File: src/rtl/acc_mem_responder.sv
// Unified instruction/data memory for the accumulator CPU with a fixed access
// latency, a one-cycle memReady completion pulse and a read/write collision flag.
module acc_mem_responder #(
   parameter int unsigned DATA_WIDTH = 8,
   parameter int unsigned ADDR_WIDTH = 5,
   parameter int unsigned LATENCY    = 2
) (
   input  logic                  clk,
   input  logic                  rst,
   input  logic                  memRead,
   input  logic                  memWrite,
   input  logic [ADDR_WIDTH-1:0] address,
   input  logic [DATA_WIDTH-1:0] writeData,
   output logic [DATA_WIDTH-1:0] readData,
   output logic                  memReady,
   output logic                  memBusy,
   output logic                  reqError
);

   localparam int unsigned DEPTH    = 1 << ADDR_WIDTH;
   localparam logic [3:0]  LAT_INIT = 4'(LATENCY - 1);

   typedef enum logic [1:0] {
      IDLE,
      READ_WAIT,
      WRITE_WAIT,
      DONE
   } state_t;

   state_t                state_q, state_d;
   logic [3:0]            count_q, count_d;
   logic [ADDR_WIDTH-1:0] addr_q, addr_d;
   logic [DATA_WIDTH-1:0] wdata_q, wdata_d;
   logic [DATA_WIDTH-1:0] read_data_q, read_data_d;
   logic                  req_error_q, req_error_d;
   logic                  mem_we;
   logic [DATA_WIDTH-1:0] mem_q [DEPTH];

   always_comb begin
      state_d     = state_q;
      count_d     = count_q;
      addr_d      = addr_q;
      wdata_d     = wdata_q;
      read_data_d = read_data_q;
      req_error_d = 1'b0;
      mem_we      = 1'b0;
      case (state_q)
         IDLE: begin
            if (memWrite) begin
               addr_d      = address;
               wdata_d     = writeData;
               count_d     = LAT_INIT;
               req_error_d = memRead;
               state_d     = WRITE_WAIT;
            end else if (memRead) begin
               addr_d  = address;
               count_d = LAT_INIT;
               state_d = READ_WAIT;
            end
         end
         READ_WAIT: begin
            if (count_q != '0) begin
               count_d = count_q - 4'd1;
            end else begin
               read_data_d = mem_q[addr_q];
               state_d     = DONE;
            end
         end
         WRITE_WAIT: begin
            if (count_q != '0) begin
               count_d = count_q - 4'd1;
            end else begin
               // Gated by rst so a reset on the completion edge leaves the array untouched.
               mem_we  = !rst;
               state_d = DONE;
            end
         end
         DONE: state_d = IDLE;
         default: state_d = IDLE;
      endcase
   end

   always_ff @(posedge clk) begin
      if (rst) begin
         state_q     <= IDLE;
         count_q     <= '0;
         addr_q      <= '0;
         wdata_q     <= '0;
         read_data_q <= '0;
         req_error_q <= 1'b0;
      end else begin
         state_q     <= state_d;
         count_q     <= count_d;
         addr_q      <= addr_d;
         wdata_q     <= wdata_d;
         read_data_q <= read_data_d;
         req_error_q <= req_error_d;
      end
   end

   always_ff @(posedge clk) begin
      if (mem_we) begin
         mem_q[addr_q] <= wdata_q;
      end
   end

   assign readData = read_data_q;
   assign memReady = (state_q == DONE);
   assign memBusy  = (state_q == READ_WAIT) || (state_q == WRITE_WAIT);
   assign reqError = req_error_q;

endmodule

File: config.mk
export PLATFORM = sky130hd
export DESIGN_NAME = acc_mem_responder
export DESIGN_NICKNAME = d
export VERILOG_FILES = /design/src/rtl/acc_mem_responder.sv
export SDC_FILE = /design/constraint.sdc
export NUM_CORES = 1
export LEC_CHECK = 0
export CAP_MARGIN = 20
export CORE_ASPECT_RATIO = 1.25
export CORE_UTILIZATION = 55
export DETAILED_ROUTE_END_ITERATION = 12
export PLACE_DENSITY = 0.72
export SYNTH_ARGS = -nofsm -noshare
export SYNTH_HDL_FRONTEND = slang
export SYNTH_SLANG_ARGS = --single-unit
File: constraint.sdc
create_clock -name clk -period 5.7 [get_ports clk]
set_input_delay 0.57 -clock clk [delete_from_list [all_inputs] [get_ports clk]]
set_output_delay 0.57 -clock clk [all_outputs]
set_load 0.05 [all_outputs]
==> summary.md <==
| Metric | Value |
|---|---|
| Post CTS Setup Buffer Count | 0 |
| DPL Wire Length | ~16000 um |
| Fin. Hold Viols | 0 |
| Mapped Avg Cell Area | 17.78 um^2 |
| Most frequent cells in the layout | edfxtp_1 (256), nor2_1 (66), mux2i_1 (53), mux4_2 (41), clkdlybuf4s50_1 (27) |
| Max clock buf depth | 3 |
| RSZ-0062 raised after global routing | false |
| Die Ht | roughly 160 um |
| Worst hold path startpoint | readData[5]$_SDFFE_PP0P_ |
| Ports | 28 |
| Final wirelength | 26010 um |
| Min cycle time layout | 3048 ps |
| GRT Total Usage | 0.2587 |
| Initial DRC Count | 650 |
| Slew HR | 0.2791 |
| Maximum clock rate | 0.3281 GHz |
| Tot Pwr | 5.086 mW |
| Cells after Synth | ~630 |
| GR met2 Demand/Resource | 0.4317 |
| Drt first pass iters | 5 |
| Arrival time worst endpoint | 3190 ps |
| Final period util | 0.5347 |
| Critical path launch point | count_q[0]$_SDFFE_PP0P_ |
| Clock Pin Slew Worst Setup and Hold Paths | 70 ps |
| Initial antenna violation count | 0 |
| Die width | approximately 130 um |
| WL per Instance | 27.41 um |
| Num CTS Buffers | 25 |
| Netlist cell types | 48 |
| Antenna diode count | 0 |
| Number of flops mapped to enable cells by yosys | 256 |
| Std cell rows | 58 |
| Peak VDD IR | 0.2422 mV |
| Type of origin of the critical path | flop |
| #FFs+latches synth | 284 |
| Leading area contributor after synthesis | edfxtp_1 |
| Placed Area | approximately 12000 um^2 |
| Nets@finish | a little under 700 |
| DRC | 0 |
| WS Path Type | reg2reg |
| Setup TNS | 0 ps |
| Worst skew pair latency | roughly 520 ps |
| Setup violations, final | 0 |
| Met1 GRT Util | 0.3340 |
| Port Buffers | 27 |
| Max_cap viols | 0 |
| Static Leak | a little under 4 nW |
| Yosys Warn Count | 0 |
| Via density per instance | 6.334 |
| Met3 usage | 0.04480 |
| Synth top area share | 0.6840 |
| Root Driver | clkbuf_16 |
| Pin count of the biggest net entering global routing | 62 |
| Post-route cell area | roughly 12000 um^2 |
| H-tree depth | 1 |
| Cell area after synthesis | 11240 um^2 |
| Gpl congestion | 0.8425 |
| Sequential share of the synthesized area | 0.7339 |
| Worst-margin pin slew | 1080 ps |
| Routed vias | ~6000 |
| Core ar. | 20100 um^2 |
| Hold-fix buffers, CTS | 0 |
| First-pass GRT wire length | 38610 um |
| Critical Path RT | between 5000 and 6000 ps |
| Initial Util | 0.5591 |
| # clock sinks | 284 |
| Layout area overhead | 10.65% |
| Post-synth ARST share | 0 |
| Share of layout cells above drive strength 1 | 0.1532 |
| Crit path capture type | flop |
| Grt peak-use layer | met2 |
| PostCTS Resize Cnt | 0 |
| Status | finished, final reports clean |
| Worst reg2reg path startpoint | count_q[0]$_SDFFE_PP0P_ |
| Syn Nets | 656 |
| Gr ovfl total | 0 |
| Power per cell area | 408.9 nW/um^2 |
| Main flop type after synthesis | edfxtp_1 |
| CTS tree | done |
| Max Fanout on Critical Path | 8 |
| Die ar. | 21010 um^2 |
| Most common cell after layout, fill and taps aside | edfxtp_1 |
| Vias in the first global route | between 5000 and 6000 |
| Hold crit path type | reg2reg |
| Final Max Slew Viols | 0 |
| Synth top area cells | edfxtp_1 (68%), mux4_2 (8.2%), dfxtp_1 (5.0%) |
| Number of antenna-violating nets in the routed design | 0 |
| Fin Clk Skew | 15.90 ps |
-- worst paths after layout --
check	slack, ps	cells past startpoint	end
worst max-delay path	2650	6	mem_q[25][4]$_DFFE_PP_
worst min-delay path	520	2	readData[5]$_SDFFE_PP0P_
worst max register to register	2650	6	mem_q[25][4]$_DFFE_PP_
worst min register to register	520	2	readData[5]$_SDFFE_PP0P_
-- per-stage QoR --
step	setup WS, ps	util	hold WS (ps)	std cells
after global routing	2463	0.6186	541.9	949
after CTS	2738	0.6186	524.6	949
after global placement	2442	0.5813	514.8	904
after floorplan	3523	-	499.7	632
final	2652	0.6186	523.5	949
after detailed placement	2277	0.5813	513.0	904
-- critical path, cell delays in order (launching register included) --
cell     delay [ps]
dfxtp_1         340
inv_1           110
ha_1            210
nand2_1         130
nor3b_1         460
nand3_1         640
nor2_1          780
-- layout make-up --
type                            instances  area, um^2
Inverter                                8       30.03
Clock buffer                           29       640.6
Sequential cell                       284        8263
Tap cell                              270       337.8
Clock inverter                         16       110.1
Fill cell                            1419        7666
Multi-Input combinational cell        311        2754
Timing Repair Buffer                   31       300.3
-- synthesized netlist by cell type (all sizes together), types with 5 or more instances --
cell,n
clkbuf,7
edfxtp,256
or4,7
dfxtp,28
mux2i,53
o22ai,18
a21oi,17
a311oi,6
buf,22
nor3b,6
nor2,66
o21ai,6
inv,8
a211oi,5
a22oi,10
nand3,13
nand2,17
ha,7
mux4,41
-- power breakdown --
group	internal (mW)	total, mW	leakage, nW	switching, mW
clock network	0.852	1.57	0.369	0.719
logic	0.367	0.889	0.889	0.522
registers	2.40	2.63	2.59	0.230
-- logic make-up after synthesis --
logic type	Yosys count	share of synthesized area
AOI/OAI and AO/OA	71	0.04398
xor gates and xnor gates	2	0.001559
adders and majority gates	7	0.007793
buffers and inverters	37	0.02104
DFF	284	0.7339
muxes	94	0.1294
and+or+nand+nor	137	0.06235
-- flip-flops by register name, summed over array words and instances (netlist names) --
name and count:
mem_q 256, state_q 2, count_q 4, wdata_q 8, addr_q 5, reqError 1, readData 8
-- metal layers --
layer / part of all wire / vias to the layer above / wire length, um
met1: 0.37 / 3037 / 9664
met2: 0.51 / 321 / 13280
li1: - / 2584 / -
met5: 0 / - / 0
met4: 0.044 / 0 / 1156
met3: 0.073 / 69 / 1903
Power figures use the tool's default switching activity.
